--- config.mk ---
export PLATFORM = sky130hd
export DESIGN_NAME = eda_neigh_queue
export DESIGN_NICKNAME = d
export VERILOG_FILES = /design/src/rtl/eda_neigh_queue.sv
export SDC_FILE = /design/constraint.sdc
export NUM_CORES = 1
export LEC_CHECK = 0
export ABC_CLOCK_PERIOD_IN_PS = 7900
export CAP_MARGIN = 20
export CORE_MARGIN = 5
export CORE_UTILIZATION = 43
export CTS_CLUSTER_SIZE = 28
export DETAILED_ROUTE_END_ITERATION = 6
export PLACE_DENSITY_LB_ADDON = 0.3
export RECOVER_POWER = 100
export SETUP_SLACK_MARGIN = 0.1
export SYNTH_ARGS = -nofsm -noshare
export SYNTH_HDL_FRONTEND = slang
export SYNTH_SLANG_ARGS = --single-unit
--- constraint.sdc ---
create_clock -name clk -period 7.9 [get_ports clk]
set_input_delay 1.975 -clock clk [delete_from_list [all_inputs] [get_ports clk]]
set_output_delay 1.975 -clock clk [all_outputs]
set_load 0.02 [all_outputs]
--- src/rtl/eda_neigh_queue.sv ---
// Neighbour push queue: serialises a 3x3 window push mask into neighbour
// addresses and buffers them in a first-word-fall-through FIFO.
module eda_neigh_queue #(
  parameter int M            = 16,
  parameter int N            = 16,
  parameter int WINDOW_WIDTH = 9,
  parameter int ADDR_WIDTH   = $clog2(M * N),
  parameter int FIFO_DEPTH   = 64
) (
  input  logic                            clk,
  input  logic                            reset,
  input  logic                            clear,
  input  logic [WINDOW_WIDTH-2:0]         push_positions,
  input  logic [ADDR_WIDTH-1:0]           center_addr,
  output logic                            busy,
  output logic                            ovf_err,
  input  logic                            pop,
  output logic                            pop_valid,
  output logic [ADDR_WIDTH-1:0]           pop_addr,
  output logic [$clog2(FIFO_DEPTH+1)-1:0] count,
  output logic                            fsm_state
);

  localparam int MW      = WINDOW_WIDTH - 1;
  localparam int KW      = $clog2(MW);
  localparam int PW      = $clog2(FIFO_DEPTH);
  localparam int CW      = $clog2(FIFO_DEPTH + 1);
  localparam int CTR_POS = MW / 2;

  typedef enum logic {IDLE = 1'b0, SER = 1'b1} state_t;

  // Handshake: an entry leaves the FIFO on a clock edge where pop && pop_valid;
  // pop while pop_valid=0 has no effect. push_positions is a one-cycle pulse.

  state_t                 state, state_next;
  logic [MW-1:0]          pend, pend_next, sel_bit;
  logic [ADDR_WIDTH-1:0]  ctr, nb_addr;
  logic [KW-1:0]          sel_k;
  int                     pos;
  logic                   flush, has_mask, full, pop_fire;
  logic                   write_en, last_wr, accept, ovf_set;
  logic [ADDR_WIDTH-1:0]  mem [FIFO_DEPTH];
  logic [PW-1:0]          wptr, rptr;

  assign flush     = reset | clear;
  assign has_mask  = |push_positions;
  assign full      = (count == CW'(FIFO_DEPTH));
  assign pop_valid = (count != '0);
  assign pop_fire  = pop & pop_valid;
  assign pop_addr  = pop_valid ? mem[rptr] : '0;
  assign fsm_state = state;

  // Lowest set bit of the pending mask and the neighbour address it maps to.
  always_comb begin
    sel_k = '0;
    for (int i = MW - 1; i >= 0; i--) begin
      if (pend[i]) sel_k = KW'(i);
    end
    sel_bit   = MW'(1) << sel_k;
    pend_next = pend & ~sel_bit;
    pos       = int'(sel_k);
    if (pos >= CTR_POS) pos = pos + 1;
    nb_addr   = ctr + ADDR_WIDTH'((pos / 3 - 1) * N + (pos % 3) - 1);
  end

  always_ff @(posedge clk) begin
    if (flush) state <= IDLE;
    else       state <= state_next;
  end

  always_comb begin
    state_next = state;
    case (state)
      IDLE:    if (has_mask) state_next = SER;
      SER:     if (last_wr && !has_mask) state_next = IDLE;
      default: state_next = IDLE;
    endcase
  end

  always_comb begin
    busy     = (state == SER);
    write_en = busy && (!full || pop_fire);
    last_wr  = write_en && (pend_next == '0);
    accept   = has_mask && ((state == IDLE) || last_wr);
    ovf_set  = has_mask && busy && !last_wr;
  end

  always_ff @(posedge clk) begin
    if (flush) begin
      pend    <= '0;
      ctr     <= '0;
      ovf_err <= 1'b0;
    end else begin
      if (accept) begin
        pend <= push_positions;
        ctr  <= center_addr;
      end else if (write_en) begin
        pend <= pend_next;
      end
      if (ovf_set) ovf_err <= 1'b1;
    end
  end

  always_ff @(posedge clk) begin
    if (flush) begin
      wptr  <= '0;
      rptr  <= '0;
      count <= '0;
    end else begin
      if (write_en) wptr <= wptr + PW'(1);
      if (pop_fire) rptr <= rptr + PW'(1);
      if (write_en && !pop_fire)      count <= count + CW'(1);
      else if (!write_en && pop_fire) count <= count - CW'(1);
    end
  end

  always_ff @(posedge clk) begin
    if (write_en && !flush) mem[wptr] <= nb_addr;
  end

endmodule

## After elaboration in Yosys (flattened, before gate mapping)

Memories as Yosys holds them, arrays and structs flattened. A register that Yosys moved wholly into a read port is not among the register bits.
Cells that the tools add are included.

| cells by class | value |
|---|---|
| add/subtract/negate cells | 9 |
| divide/modulo/power cells | 2 |
| order comparisons | 1 |
| eq/ne operators | 1 |
| shifts and indexed selects | 1 |
| muxes and demuxes | 21 |
| bitwise operators | 5 |
| reduce and logical (&&, ||, !) cells | 22 |

Operators by type and width:

| operator | count |
|---|---|
| $div 32x3->32 const B | 1 |
| $mod 32x3->32 const B | 1 |
| $mux 3 | 8 |
| $mux 8 | 3 |
| $add 8x8->8 | 2 |
| $mux 7 | 2 |
| $add 6x1->6 const B | 2 |
| $mux 6 | 2 |
| $logic_and 1x1->1 | 9 |
| $and 8x8->8 | 1 |
| $logic_not 8->1 | 1 |
| $not 8->8 | 1 |
| $reduce_or 8->1 | 1 |
| $shl 1x3->8 const A | 1 |
| $sub 8x2->8 const B | 1 |
| $add 7x1->7 const B | 1 |
| $eq 7x7->1 const B | 1 |
| $reduce_bool 7->1 | 1 |
| $sub 7x1->7 const B | 1 |
| $logic_not 1->1 | 6 |
| $add 3x1->4 const B | 1 |
| $mux 1 | 4 |
| $mux 4 | 1 |
| $reduce_bool 2->1 | 2 |
| 7 further kinds | 8 |

| word-level totals | value |
|---|---|
| bits in registers | 37 |
| RAM bits | 512 |
| input bits | 20 |
| memories | 1 |

Memory list:

| memory | words | width | read ports | clocked after Yosys merged registers in | wr ports | RTL line | source |
|---|---|---|---|---|---|---|---|
| mem | 64 | 8 | 1 | 1 | 1 | 42 | `logic [ADDR_WIDTH-1:0] mem [FIFO_DEPTH];` |

## Depth between registers and ports, before layout

| logic depth | value |
|---|---|
| word-level depth | 16 |
| depth in mapped cells | 30 |
| depth with buffers taken out | 29 |

## Worst setup path after synthesis

Ideal clock, no wire load.

| path | value |
|---|---|
| path kind | flip-flop to flip-flop |
| start | register pend[7] |
| end | memory mem[0][7] (netlist name) (data pin) |
| setup time | 0.567 ns |
| data arrival time | 7.415 ns |
| data required time | 7.333 ns |
| setup slack | -0.083 ns |
| stages on the path, launching flop included | 30 |
| buffers on the path | 1 |
| path through | dfxtp_1 nor2b_1 o21a_1 nor2_1 nor2_1 nor2_1 or2_2 inv_1 ha_1 ha_1 clkbuf_1 nor3b_4 ha_1 o21ai_0 ha_1 nand2b_1 or2_2 a211o_1 nand2b_4 inv_4 ha_1 ha_1 fa_1 inv_1 ha_1 inv_1 o21bai_1 a21oi_1 xnor2_1 xnor2_1 |

| on the way | value |
|---|---|
| word-level cells in the longest chain between the ends | 15 |

RTL lines:

| what | RTL line | source |
|---|---|---|
| from (decl) | 36 | `logic [MW-1:0] pend, pend_next, sel_bit;` |
| from (signal assigned) | 95 | `pend <= push_positions;` |
| from (signal assigned) | 98 | `pend <= pend_next;` |
| $mux 3 * (8 in series) | 57 | `if (pend[i]) sel_k = KW'(i);` |
| $add 3x1->4 / $ge 3x3->1 (equally long branches) | 62 | `if (pos >= CTR_POS) pos = pos + 1;` |
| $mux 4 * | 62 |  |
| $div 32x3->32 | 63 | `nb_addr = ctr + ADDR_WIDTH'((pos / 3 - 1) * N + (pos % 3) - 1);` |
| $sub 4x2->4 | 63 |  |
| $add 8x8->8 * | 63 |  |
| $sub 8x2->8 * | 63 |  |
| $add 8x8->8 * | 63 |  |
| named net nb_addr[7] | 37 | `logic [ADDR_WIDTH-1:0] ctr, nb_addr;` |
| to (decl) | 42 |  |

Mark *: on every way through the listed nets, which the timed path passes. The rest lies on a longest branch.

==> summary.md <==
| Metric | Value |
|---|---|
| Violations in the final reports | `max-capacitance violations, max-slew violations` |
| Highest attainable clock frequency | `138 MHz` |
| Layout cell share with drive strength beyond 1 | `0.215` |
| Top Family by Delay on Critical Path | `buffers and inverters` |
| VDD IR-drop max | `0.313 mV` |
| Largest family of logic cells by synthesized area | `multiplexers` |
| Flop pwr share | `0.489` |
| Number of DRC violations after detailed-routing iteration 0 | `1049` |
| N_diodes | `0` |
| Switching Fraction | `0.286` |
| Area growth, synth to finish | `13.2%` |
| Worst Tran Pin Value | `1.64 ns` |
| Die Ht | `240 um` |
| Share of flip-flops with an asynchronous set or reset after synthesis | `0` |
| Internal portion of total power | `6420 uW` |
| Total routed wirelength | `47.4 mm` |
| Minimum period implied by the final worst setup slack | `7.27 ns` |
| Minimum setup slack in the final design | `0.632 ns` |
| Leading cell types in the layout, fill and taps excluded | `512 x sky130_fd_sc_hd__edfxtp_1, 168 x sky130_fd_sc_hd__mux4_2, 109 x sky130_fd_sc_hd__nor2_1` |
| Worst Hold Class | `flop to flop` |
| Adder-Cell Fraction of Synth Area | `0.0219` |
| Clock Latency Late Sink | `0.61 ns` |
| Die area | `57800 um^2` |
| Clock tree from TritonCTS | `built` |
| Synthesized area divided by synthesized cell count | `19.0 um^2` |
| Core ar. | `52600 um^2` |
| RSZ-0062 raised after global routing | `false` |
| Max-cap violations | `2` |
| Worst Clk Skew | `0.0202 ns` |
| Sequential standard cell area | `16200 um^2` |
| CTS clock-pin slew for the worst setup and hold paths | `0.06 ns` |
| Largest net degree at the start of global routing | `73` |
| Area of the mapped netlist | `22800 um^2` |
| Stages on the worst setup path | `6` |
| Footprint of the multi-input gates | `6240 um^2` |
| Site row count | `84` |
| Critical Path Source Type | `flop` |
| Number of instances in the synthesized netlist | `1204` |
| Clock root cell | `sky130_fd_sc_hd__clkbuf_16` |
| Finished Core Util | `0.492` |
| Number of warnings printed during yosys synthesis | `0` |
| Cell repeated most along the worst path | `sky130_fd_sc_hd__mux4_2` |
| Worst slack after detailed placement | `0.410 ns` |
| Final Cycle Share | `0.920` |
| Count of H-tree levels built during CTS | `2` |
| Number of enable-type register cells in the synthesized netlist | `512` |
| Average via count per standard cell | `5.59` |
| Number of nets in the final layout | `1322` |
| Clock sink total | `555` |
| Max-slew violation total from the final report | `108` |
| I/O pins | `39` |
| Number of endpoints with negative hold slack in the final report | `0` |
| Crit path largest cell delay | `1.25 ns` |
| Total of endpoints with negative setup slack in the final report | `0` |
| Remaining max-slew budget at the tightest pin | `-0.0948` |
| Net Switching | `2570 uW` |
| Part of the Yosys area used for sequential elements | `0.711` |
| Post-Layout Cell Count | `1997` |
| Static leakage | `0.00805 uW` |
| Path depth of the worst reg2reg path | `25` |
| Number of flip-flops and latches in the synthesized netlist | `555` |
| Simple-gate portion of the synthesized area | `0.0495` |
| Total via count after detailed routing | `11171` |
| Global placer's final weighted congestion | `0.770` |
| Number of buffers added on ports | `38` |
| Combined buffer and inverter count along the critical path | `2` |
| Compound-Gate Fraction of Synth Area | `0.0230` |
| Power density over the cells | `348 nW/um^2` |
| Number of global-route vias before repair | `11488` |
| CP Cell Sequence | `clkbuf_4 > mux4_2 > mux4_2 > mux4_2 > nor2b_1 > dlygate4sd3_1` |
| Count of different cell masters after synthesis | `61` |
| Clock network power share | `0.289` |
| Primary FF master, synth | `sky130_fd_sc_hd__edfxtp_1` |
| Comb power frac | `0.223` |
| Cell type of the slowest stage on the worst timing path | `sky130_fd_sc_hd__clkbuf_4` |
| Worst hold path cell count | `2` |
| Crit end category | `primary output` |
| Drc violations | `0` |
| Crit Path Max Fanout | `72` |
| Clock buffer count from CTS | `57` |
| Starting density of the core | `0.435` |
| Average detailed-routed wire length per instance | `23.7 um` |
| Run status | `finished with violations` |
| Placed Instances | `1885` |
| Antenna violations before repair | `1` |
| Filler instances | `4308` |
| Gr usage total | `0.166` |
| Most common library cell in the layout ignoring fill and taps | `sky130_fd_sc_hd__edfxtp_1` |
| Max clock buf depth | `3` |
| Half-perimeter wire length after detailed placement | `29.8 mm` |
| Post-Route Setup TNS | `0 ns` |
| Xor and xnor area share after synthesis | `0.0104` |
| Horizontal die dimension | `240 um` |
| WS Path Type | `flop to primary output` |
| First-pass iteration count of the detailed router | `5` |
| First-pass GRT wire length | `72.5 mm` |
| Mapped Nets | `1261` |
| Fraction of synthesized area in multiplexers | `0.167` |
| Crit path DAT | `5.29 ns` |
| Number of routed nets with antenna violations | `0` |
| Required @ worst endpoint | `5.93 ns` |
| Remaining global-route overflow | `0` |
[layout make-up]
cell class,count,share of cell area
inverters,35,0.00518
repair buffers,63,0.0225
well taps,688,0.0333
clock buffers,72,0.0577
multi-input cells,553,0.241
flip-flops and latches,555,0.628
clock inverters,31,0.0117
[synth_stat cells (3+ instances only)]
cell	number	area (um^2)
sky130_fd_sc_hd__a21o_1	8	60.1
sky130_fd_sc_hd__a21oi_1	37	185
sky130_fd_sc_hd__buf_1	8	30.0
sky130_fd_sc_hd__buf_2	14	70.1
sky130_fd_sc_hd__buf_4	3	22.5
sky130_fd_sc_hd__clkbuf_1	36	135
sky130_fd_sc_hd__dfxtp_1	43	861
sky130_fd_sc_hd__edfxtp_1	512	15400
sky130_fd_sc_hd__fa_1	5	100
sky130_fd_sc_hd__ha_1	32	400
sky130_fd_sc_hd__inv_1	32	120
sky130_fd_sc_hd__mux4_2	168	3780
sky130_fd_sc_hd__nand2_1	54	203
sky130_fd_sc_hd__nand2b_1	7	43.8
sky130_fd_sc_hd__nand3_1	11	55.1
sky130_fd_sc_hd__nand3b_1	6	45.0
sky130_fd_sc_hd__nand4_1	4	25.0
sky130_fd_sc_hd__nor2_1	109	409
sky130_fd_sc_hd__nor2b_1	13	81.3
sky130_fd_sc_hd__nor3_1	4	20.0
sky130_fd_sc_hd__nor4_1	8	50.1
sky130_fd_sc_hd__o211ai_1	5	37.5
sky130_fd_sc_hd__o21ai_0	4	20.0
sky130_fd_sc_hd__or2_2	5	31.3
sky130_fd_sc_hd__or3_1	7	43.8
sky130_fd_sc_hd__xnor2_1	18	158
sky130_fd_sc_hd__xor2_1	9	78.8
[worst reg2reg max path: stages, from the launching register on]
cell,delay [ns]
sky130_fd_sc_hd__dfxtp_1,0.39
sky130_fd_sc_hd__nor2b_1,0.16
sky130_fd_sc_hd__o21a_1,0.18
sky130_fd_sc_hd__nor2_1,0.06
sky130_fd_sc_hd__nor2_1,0.09
sky130_fd_sc_hd__nor2_1,0.04
sky130_fd_sc_hd__or2_2,0.31
sky130_fd_sc_hd__inv_1,0.09
sky130_fd_sc_hd__ha_1,0.17
sky130_fd_sc_hd__ha_1,0.36
sky130_fd_sc_hd__nor3b_4,0.33
sky130_fd_sc_hd__ha_1,0.32
sky130_fd_sc_hd__o21ai_1,0.30
sky130_fd_sc_hd__ha_1,0.23
sky130_fd_sc_hd__nand2b_1,0.14
sky130_fd_sc_hd__or2_2,0.30
sky130_fd_sc_hd__a211o_1,0.35
sky130_fd_sc_hd__nand2b_4,0.18
sky130_fd_sc_hd__inv_4,0.09
sky130_fd_sc_hd__ha_1,0.23
sky130_fd_sc_hd__ha_1,0.30
sky130_fd_sc_hd__fa_1,0.54
sky130_fd_sc_hd__inv_1,0.04
sky130_fd_sc_hd__ha_1,0.33
sky130_fd_sc_hd__xnor2_1,0.33
sky130_fd_sc_hd__clkbuf_1,0.95
[flip-flops by register name, indices dropped and copies added (netlist names), named ones only]
| name | cells |
|---|---|
| busy | 1 |
| count | 7 |
| ctr | 8 |
| mem | 512 |
| ovf_err | 1 |
| pend | 8 |
| rptr | 6 |
| wptr | 6 |
[logic make-up after synthesis]
family | count (synthesis)
AND/OR/NAND/NOR | 240
adder cells (fa/ha/maj) | 37
flip-flops | 555
AO/OA/AOI/OAI | 78
XOR/XNOR | 27
multiplexers | 170
buffers and inverters | 97
[final timing paths]
| path | start | end | slack, ns |
|---|---|---|---|
| max | flop | pop_addr[5] | 0.63 |
| max reg2reg | pend[7]$_SDFFE_PP0P_ | mem[31][5]$_DFFE_PP_ | 0.73 |
| min reg2reg | ctr[0]$_SDFFE_PP0P_ | ctr[0]$_SDFFE_PP0P_ | 0.46 |
| min | ctr[0]$_SDFFE_PP0P_ | ctr[0]$_SDFFE_PP0P_ | 0.46 |
[power groups by stage]
stage	clock network [uW]	logic [uW]	registers (uW)
2_1_floorplan	0	1110	4480
3_3_place_gp	0	1830	4430
3_5_place_dp	0	1930	4440
4_1_cts	2660	1940	4370
5_1_grt	2780	2210	4400
6_report	2600	2000	4390
[metal layers]
metal	routed length [um]	track usage
met2	23500	0.270
met5	0	0
met4	809	0.0397
met3	2730	0.0325
met1	20400	0.235
[what timing repair did]
action / in CTS / in global routing
gates resized for setup: 0 / 2
setup buffers: 0 / 3
setup endpoints to repair: 0 / 64
hold buffers: 0 / 0
[through the flow]
stage | cell area (um^2) | hold slack (ns) | power, uW
global route | 25900 | 0.497 | 9390
finish | 25900 | 0.457 | 8980
CTS | 25800 | 0.459 | 8970
floorplan | 22800 | 0.436 | 5590
detailed placement | 24000 | 0.451 | 6370
global placement | 24000 | 0.451 | 6260
Note: power is estimated with default switching activity, not from simulation.
